==> src/rtl/key_filter_pkg.sv <==
// Shared definitions for the key_filter debouncer: FSM state encoding and
// the default filter length for a 50 MHz system clock.
package key_filter_pkg;

    typedef enum logic [1:0] {
        ST_IDLE         = 2'd0,
        ST_PRESS_FILT   = 2'd1,
        ST_PRESSED      = 2'd2,
        ST_RELEASE_FILT = 2'd3
    } state_t;

    // 1_000_000 cycles of stability = 20 ms at 50 MHz
    localparam int          CNT_W_DEFAULT = 20;
    localparam logic [19:0] CNT_MAX_50MHZ = 20'd999_999;

endpackage

==> src/rtl/key_filter_sync_2ff.sv <==
// Two-flop synchroniser for an asynchronous single-bit board input.
// RST_VAL sets the idle level both flops take during reset.
module sync_2ff #(
    parameter logic RST_VAL = 1'b0
) (
    input  logic clk,
    input  logic rst_n,
    input  logic d,
    output logic q
);

    logic s1;

    always_ff @(posedge clk or negedge rst_n) begin
        if (!rst_n) begin
            s1 <= RST_VAL;
            q  <= RST_VAL;
        end else begin
            s1 <= d;
            q  <= s1;
        end
    end

endmodule

==> src/rtl/key_filter.sv <==
// Debouncer for one active-low key: clean level, one-cycle press flag and a mux select.
// Define KEY_TOGGLE_EN to make sel_out toggle on each press instead of following the level.
module key_filter
    import key_filter_pkg::*;
#(
    parameter int             CNT_W   = CNT_W_DEFAULT,
    parameter logic [CNT_W-1:0] CNT_MAX = CNT_W'(CNT_MAX_50MHZ)
) (
    input  logic       sys_clk,
    input  logic       sys_rst_n,
    input  logic       key_in,
    output logic       key_level,
    output logic       key_flag,
    output logic       sel_out,
    output logic [1:0] state_dbg
);

    logic             key_sync;
    state_t           state, state_nxt;
    logic [CNT_W-1:0] cnt, cnt_nxt;
    logic             level_nxt, flag_nxt, sel_nxt;

    // Reset value 1 keeps a key held through reset looking released until re-sampled
    sync_2ff #(.RST_VAL(1'b1)) u_sync (
        .clk   (sys_clk),
        .rst_n (sys_rst_n),
        .d     (key_in),
        .q     (key_sync)
    );

    always_ff @(posedge sys_clk or negedge sys_rst_n) begin
        if (!sys_rst_n) begin
            state     <= ST_IDLE;
            cnt       <= '0;
            key_level <= 1'b0;
            key_flag  <= 1'b0;
            sel_out   <= 1'b0;
        end else begin
            state     <= state_nxt;
            cnt       <= cnt_nxt;
            key_level <= level_nxt;
            key_flag  <= flag_nxt;
            sel_out   <= sel_nxt;
        end
    end

    // A bounce back to the stable level drops to the stable state with cnt cleared
    always_comb begin
        state_nxt = state;
        cnt_nxt   = cnt;
        case (state)
            ST_IDLE: begin
                if (!key_sync) begin
                    state_nxt = ST_PRESS_FILT;
                    cnt_nxt   = '0;
                end
            end
            ST_PRESS_FILT: begin
                if (key_sync) begin
                    state_nxt = ST_IDLE;
                    cnt_nxt   = '0;
                end else if (cnt == CNT_MAX) begin
                    state_nxt = ST_PRESSED;
                end else begin
                    cnt_nxt = cnt + 1'b1;
                end
            end
            ST_PRESSED: begin
                if (key_sync) begin
                    state_nxt = ST_RELEASE_FILT;
                    cnt_nxt   = '0;
                end
            end
            ST_RELEASE_FILT: begin
                if (!key_sync) begin
                    state_nxt = ST_PRESSED;
                    cnt_nxt   = '0;
                end else if (cnt == CNT_MAX) begin
                    state_nxt = ST_IDLE;
                end else begin
                    cnt_nxt = cnt + 1'b1;
                end
            end
            default: begin
                state_nxt = ST_IDLE;
                cnt_nxt   = '0;
            end
        endcase
    end

    always_comb begin
        level_nxt = key_level;
        flag_nxt  = 1'b0;
        if (state == ST_PRESS_FILT && state_nxt == ST_PRESSED) begin
            level_nxt = 1'b1;
            flag_nxt  = 1'b1;
        end
        if (state == ST_RELEASE_FILT && state_nxt == ST_IDLE) begin
            level_nxt = 1'b0;
        end
`ifdef KEY_TOGGLE_EN
        sel_nxt = sel_out ^ key_flag;
`else
        sel_nxt = level_nxt;
`endif
    end

    assign state_dbg = state;

endmodule

==> config.mk <==
export PLATFORM = sky130hd
export DESIGN_NAME = key_filter
export DESIGN_NICKNAME = d
export VERILOG_FILES = /design/src/rtl/key_filter_pkg.sv /design/src/rtl/key_filter_sync_2ff.sv /design/src/rtl/key_filter.sv
export SDC_FILE = /design/constraint.sdc
export NUM_CORES = 1
export LEC_CHECK = 0
export CAP_MARGIN = 20
export CORE_ASPECT_RATIO = 0.7
export CORE_MARGIN = 2
export CORE_UTILIZATION = 40
export DETAILED_ROUTE_END_ITERATION = 7
export PLACE_DENSITY_LB_ADDON = 0.2
export SLEW_MARGIN = 30
export SYNTH_ARGS = -nofsm -noshare
export SYNTH_HDL_FRONTEND = slang
export SYNTH_SLANG_ARGS = --single-unit
==> constraint.sdc <==
create_clock -name sys_clk -period 2.4 [get_ports sys_clk]
set_input_delay 0.48 -clock sys_clk [delete_from_list [all_inputs] [get_ports sys_clk]]
set_output_delay 0.48 -clock sys_clk [all_outputs]
set_load 0.01 [all_outputs]
Word level (Yosys, flattened, before mapping). Index checks and enable logic that the tools add are counted.

$add $sub $neg: 1. Equal/unequal tests: 7. Multiplexer cells: 16. Reductions and logical operators: 6.

Operator list (count): $mux 20 (5); $pmux 20 s4 (1); $add 20x1->20 const B (1); $eq 20x20->1 const B (1); $mux 2 (6); $pmux 2 s4 (1); $eq 2x2->1 const B (3); $logic_not 2->1 (2); $mux 1 (3); $eq 2x1->1 const B (1); $logic_and 1x1->1 (2); $ne 2x1->1 const B (1); $ne 2x2->1 const B (1); $reduce_and 2->1 (1); $reduce_bool 2->1 (1).

Register bits after elaboration: 26. Input port bits: 3. Output and inout bits: 5. Logic and storage cells: 36.

Depth between registers and ports, before layout. Gate-level depths: netlist (run 1).

Depth in word-level cells: 8. Mapped depth: 6. Depth with buffers taken out: 5.

By module. A second synthesis (run 1) with hierarchy kept.

Cell total of the unflattened synthesis: 149. Area total of the unflattened synthesis: 1425.1 um2.

By module, submodules not included: key_filter (times used 1, cells an instance 147, area each 1372.6 um2, seq. area each 600.6 um2); sync_2ff (times used 1, cells an instance 2, area each 52.6 um2, seq. area each 52.6 um2).

Least setup slack after synthesis (run 1). OpenSTA, ideal clock, no wires.

Path type: register to register. Start: reg cnt[10]. End: reg sel_out. Setup time: 0.124 ns. Arrival time: 1.773 ns. Required time: 2.276 ns. Slack: 0.504 ns. Stages on the path, launching flop included: 6. Buffers on the path: 1. Period minus slack after synthesis: 1.896 ns. Cells stage by stage: dfrtp_1 > or4_4 > nor4_4 > buf_6 > nand3_4 > a211o_1.

Longest elaborated chain between the ends: 7. Elaborated cells on any way between the ends: 12. Classes of those cells: eq/ne (2); mux (6); reduce/logical (4).

RTL lines: from (decl) (RTL line key_filter.sv:20) `logic [CNT_W-1:0] cnt, cnt_nxt;`; from (signal assigned) (RTL line key_filter.sv:40) `cnt <= cnt_nxt;`; $eq 20x20->1 (*) (RTL line key_filter.sv:62, key_filter.sv:78); $mux 2, on equally long branches (RTL line key_filter.sv:78, key_filter.sv:62); $mux 2, on equally long branches (RTL line key_filter.sv:75, key_filter.sv:59); $pmux 2 s4 (*) (RTL line key_filter.sv:51) `case (state)`; $eq 2x2->1 or $logic_not 2->1 (tied branches) (RTL line key_filter.sv:94, key_filter.sv:98); $logic_and 1x1->1, on equally long branches (RTL line key_filter.sv:94, key_filter.sv:98); $reduce_bool 2->1 (no line) or $mux 1 (tied branches); to (signal assigned) (RTL line key_filter.sv:43) `sel_out <= sel_nxt;`; to (decl) (RTL line key_filter.sv:14) `output logic sel_out,`.

Every way passes the cells marked *; elsewhere a longest branch is shown, timed or not. A chain may end at the register's enable or synchronous reset.

Worst setup path in the final report (run 1). Ends and elaborated chain as after synthesis.

==> results of run 1 <==
==> metrics by stage <==
step                      area [um2]  instances  power [mW]
after CTS                       1648        216      0.8002
final                           1648        216      0.7824
after detailed placement        1593        212      0.5076
after global placement          1593        212      0.5065
after floorplan                 1476        159      0.4818
after global routing            1648        216      0.8205
==> layer usage <==
layer | track usage | up-vias
met3 | 0.03795 | 2
met2 | 0.2670 | 17
met4 | 0.05758 | 0
met1 | 0.2167 | 623
li1 | - | 613
met5 | 0 | -
==> power by group <==
group	switching (mW)	internal (mW)	leakage (nW)
sequential	0.00642	0.444	0.353
combinational	0.0305	0.0167	0.279
clock	0.138	0.147	0.0288
total	0.175	0.608	0.661
==> area by class of cell <==
type,count,area share
repair buffers,12,0.06530
well taps,50,0.03797
clock buffers,4,0.03341
flip-flops and latches,26,0.3964
multi-input cells,119,0.4556
inverters,5,0.01139
==> sequential cells by signal, summed over array words and instances (netlist names) <==
register / cells
cnt: 20
state_dbg: 2
key_flag: 1
sel_out: 1
u_sync.q: 1
u_sync.s1: 1
==> Yosys cell counts (2+ instances only) <==
| master | count |
|---|---|
| dfrtp_1 | 24 |
| nand2_1 | 23 |
| nand3_1 | 19 |
| o211ai_1 | 10 |
| a21oi_1 | 9 |
| or4_1 | 7 |
| clkbuf_1 | 5 |
| inv_1 | 5 |
| nor2_1 | 5 |
| o21ai_0 | 5 |
| and3_1 | 4 |
| nand4_1 | 4 |
| or3_1 | 4 |
| a211oi_1 | 2 |
| and4_1 | 2 |
| and4_2 | 2 |
| buf_6 | 2 |
| dfstp_2 | 2 |
| mux2i_1 | 2 |
==> cells by family (layout without fill, tap and decap cells) <==
family,after synthesis,count (layout),synth area share
flip-flops,26,26,0.4424
adder cells (fa/ha/maj),1,1,0.008473
buffers and inverters,14,21,0.04915
AND/OR/NAND/NOR,82,82,0.3314
AO/OA/AOI/OAI,32,32,0.1432
XOR/XNOR,2,2,0.01187
multiplexers,2,2,0.01356
==> worst reg2reg max path: stages (launching register included) <==
cell     delay (ns)
dfrtp_1        0.43
or4_4          0.56
nor4_4         0.27
buf_4          0.23
nand3_4        0.09
a211o_1        0.30
==> final timing paths <==
path                            cells after the start        end  slack, ns
max in group asynchronous                           2  u_sync.s1       1.53
worst max register to register                      5    sel_out       0.41
worst min-delay path                                0   u_sync.q       0.36
worst min register to register                      0   u_sync.q       0.36
min in group asynchronous                           2    cnt[17]       0.58
worst max-delay path                                5    sel_out       0.41
==> impl_metrics.toml, run 1 <==
[worst_setup_path]
path_class = "flip-flop to flip-flop"
crit_path_cell_trace = "or4_4, nor4_4, buf_4, nand3_4, a211o_1"
cp_data_required_time_ns = 2.56
cp_slowest_cell = "or4_4"
rr_startpoint = "cnt[10]"
slowest_delay_ns = 0.56
path_delay_family = "simple AND/OR/NAND/NOR gates"
crit_buf_inv = 1
cp_max_fo = 12
arrival_ns = 2.15
cp-startpoint = "cnt[10]"
end_kind = "flip-flop"
crit_path_start_kind = "flip-flop"

[die]
placementRows = 18
fp.dieH_um = 54.83
coreArea_mm2 = 0.003536
dieArea_mm2 = 0.004201
io-pin-count = 8
start_util = 0.4176
die_x_um = 76.62

[drt]
m1WireLength_um = 1566
wirelength_um = 3163
first_pass_iters = 6
vias = 1255
wire_per_inst_um = 14.64
vias_per_cell = 5.810
ant_nets = 0
wl_met3_um = 102
drtIter0Drc = 80
dr_wl_met2_um = 1481
route.detailed.drc = 0
top_layer_used = "met4"

[global_routing]
grt_pass1_vias = 1106
grt_max_degree = 27
grt_overflow = 0
antenna_found_initial = 0
grt_pass1_wl_um = 5257
grtUsageTotal = 0.1629

[power]
p_leak_nw = 0.6609
power.density_mw_per_mm2 = 474.8
peakVddDrop_mv = 0.2535

[place]
place_congestion = 0.8073
pre_cts_ws_ns = 0.4251
dp_hpwl_um = 2227
numPortBuffers = 7

[final_layout]
area_growth_pct = 11.61
n_fill_cell = 338
diodes = 0
multi_input_area_um2 = 750.7
post-route-util = 0.4660
final_common_cell = "dfrtp_1"
final_cell_mix = "dfrtp_1, nand2_1, nand3_1"
drive_above_1_share = 0.1325
ff_latch_area_um2 = 653.1
final_nets = 171

[hold_path]
worstHoldStart = "u_sync.s1"
hp-class = "flip-flop to flip-flop"

[sta]
fin_crit_sh = 0.8275
fin_skew_ns = 0.002343
fin_crit_ns = 1.986
worst_pin_slew_ns = 0.4911
tns_ns = 0
slew_headroom = 0.6724
finalSetupViolCount = 0
fin_ws_ns = 0.4140
rsz0062_at_grt = "no"
finalMaxSlewViolations = 0
fmax_mhz = 503.5
whs_ns = 0.3611
hold_viol = 0

[synthesis]
synth_edf_count = 0
synth_top_area_frac = 0.4068
synthArstFlopShare = 1.000
syn-instance-count = 159
ys.flop_type = "dfrtp_1"
ys_types = 42
yosysSeqAreaShare = 0.4424
yosysWarnings = 0
ys_ff_latch = 26
synthTopCellsByArea = "dfrtp_1, nand3_1, nand2_1"
yosys.area.top_type = "dfrtp_1"
avgSynthCellArea_um2 = 9.286
synth_nets = 163
netlist_area_mm2 = 0.001476

[cts]
cts-root-buf = "clkbuf_8"
ctsHtreeMaxLevel = 1
post_cts_buffers = 0
cts_resized = 0
cts-buffers-inserted = 3
clk_latency_ns = 0.27
cts_sinks = 26
ctsHoldBuffers = 0
clkTransAtPathRegs_ns = 0.09
cts_tree = "built"
clockBufferDepth = 2

[job]
maxCapViolCount = 0

[run_status]
status = "finished clean"
(Power assumes the default switching activity.)
==> run 2, diff against run 1 <==
==> constraint.sdc (replaced) <==
create_clock -name sys_clk -period 1.9 [get_ports sys_clk]
set_input_delay 0.38 -clock sys_clk [delete_from_list [all_inputs] [get_ports sys_clk]]
set_output_delay 0.38 -clock sys_clk [all_outputs]
set_load 0.01 [all_outputs]
==> run 2 against run 1 <==
  * Maximum frequency is 6.1% higher
  * Via count is 7.4% higher
  * First-iteration DRC count is 2.5% higher
  * Final cell count is 12% higher
  * Count of clock-buffer cells in the layout is 1 lower
  * Total power is 42% higher
  * Register-to-register slack worse by 0.39 ns
  * Routed wire length is 12% higher
  * Sequential power is 26% higher
  * Hold slack better by 0.0013 ns
  * Core utilization is 6.6 points higher
  * Critical path depth stayed put
  * Critical path type unchanged
==> impl_metrics.toml, run 2 (synthesis results as in run 1) <==
[run_status]
status = "finished clean"

[cts]
cts-root-buf = "clkbuf_8"
clkTransAtPathRegs_ns = 0.10
ctsHtreeMaxLevel = 1
cts-buffers-inserted = 3
ctsHoldBuffers = 0
cts_sinks = 26
clockBufferDepth = 2
clk_latency_ns = 0.28
cts_tree = "built"

[drt]
vias = 1348
first_pass_iters = 4
wire_per_inst_um = 14.69
ant_nets = 0
route.detailed.drc = 0
wirelength_um = 3540
drtIter0Drc = 82
vias_per_cell = 5.593

[final_layout]
ff_latch_area_um2 = 653.1
final_common_cell = "buf_4"
area_growth_pct = 27.46
n_fill_cell = 332
max_flop_register = "cnt"
multi_input_area_um2 = 760.7
drive_above_1_share = 0.2513
diodes = 0
final_nets = 196
largest_reg_flops = 20
final_cell_mix = "buf_4, dfrtp_1, nand2_1"
post-route-util = 0.5322
instances_no_fill = 241

[die]
placementRows = 18
start_util = 0.4176
die_x_um = 76.62
dieArea_mm2 = 0.004201
io-pin-count = 8
coreArea_mm2 = 0.003536
fp.dieH_um = 54.83

[power]
total_power_mw = 1.107
p_leak_nw = 0.8042
power.density_mw_per_mm2 = 588.4
peakVddDrop_mv = 0.3381

[job]
maxCapViolCount = 0

[worst_setup_path]
arrival_ns = 2.05
slowest_delay_ns = 0.54
crit_path_start_kind = "flip-flop"
cp_data_required_time_ns = 2.07
crit_buf_inv = 1
cp_slowest_cell = "or4_4"
path_class = "flip-flop to flip-flop"
rr_startpoint = "cnt[12]"
end_kind = "flip-flop"
cp-startpoint = "cnt[12]"
cp_max_fo = 7
crit_path_cell_trace = "or4_4, nor4_4, buf_12, nand3_4, a211o_1"
path_delay_family = "simple AND/OR/NAND/NOR gates"
r2r_setup_slack_ns = 0.03

[sta]
hold_viol = 0
fin_ws_ns = 0.02869
fin_skew_ns = 0.008956
finalSetupViolCount = 0
fin_crit_ns = 1.871
whs_ns = 0.3624
slew_headroom = 0.6476
finalMaxSlewViolations = 0
worst_pin_slew_ns = 0.5267
fin_crit_sh = 0.9849
fmax_mhz = 534.4

[hold_path]
hp-class = "flip-flop to flip-flop"
worstHoldStart = "u_sync.s1"

[place]
numPortBuffers = 7
placed_cells = 234
dp_hpwl_um = 2536
place_congestion = 0.8038
pre_cts_ws_ns = -0.02385

[global_routing]
grt_pass1_vias = 1172
grt_max_degree = 27
grt_overflow = 0
antenna_found_initial = 0
grtUsageTotal = 0.1788
grt_pass1_wl_um = 5740
[run 2: changes by cell type in the layout (fill, tap and decap cells not counted)]
cell,previous run,this run
clkbuf_8,4,3
buf_8,0,1
a31o_2,1,0
buf_4,5,28
bufinv_16,0,1
and3_1,4,3
and3_2,0,1
a31o_4,0,1
buf_12,0,1
[run 2: metal layers]
layer / vias to the layer above / wire length, um / GRT usage
li1: 665 / - / -
met1: 662 / 1878 / 0.2477
met2: 18 / 1552 / 0.2979
met3: 3 / 98 / 0.03960
met4: 0 / 11 / 0.02727
met5: - / 0 / 0
[run 2: cell type report]
type,count,share of cell area
multi-input combinational,119,0.4043
clock inverter,1,0.01596
sequential,26,0.3471
timing repair buffer,37,0.1676
inverter,5,0.009973
clock buffer,3,0.02194
tap,50,0.03324
[run 2: metrics by stage]
stage               cell area [um2]   TNS (ns)
global route                   1882   -0.01749
finish                         1882          0
floorplan                      1476          0
CTS                            1857  -0.003357
global placement               1770          0
detailed placement             1770   -0.02385
[run 2: worst register-to-register path: stages (launching register included)]
cell	delay (ns)
dfrtp_1	0.38
or4_4	0.55
nor4_4	0.35
buf_12	0.17
nand3_4	0.07
a211o_1	0.26
[run 2: power breakdown]
group	internal [mW]	switching (mW)	total (mW)
Combinational	0.0299	0.0439	0.0737
Sequential	0.561	0.00674	0.568
Clock	0.282	0.183	0.465
[run 2: final timing paths]
kind / end / cells after the start
max: sel_out / 5
max reg2reg: sel_out / 5
min: u_sync.q / 0
min in group asynchronous: cnt[17] / 2
max in group asynchronous: u_sync.q / 2
min reg2reg: u_sync.q / 0
[run 2: repair_timing]
action	4_1_cts	5_1_grt
buffers inserted	2	1
resized for setup	2	4
setup endpoints to repair	1	6
pin swaps	3	4
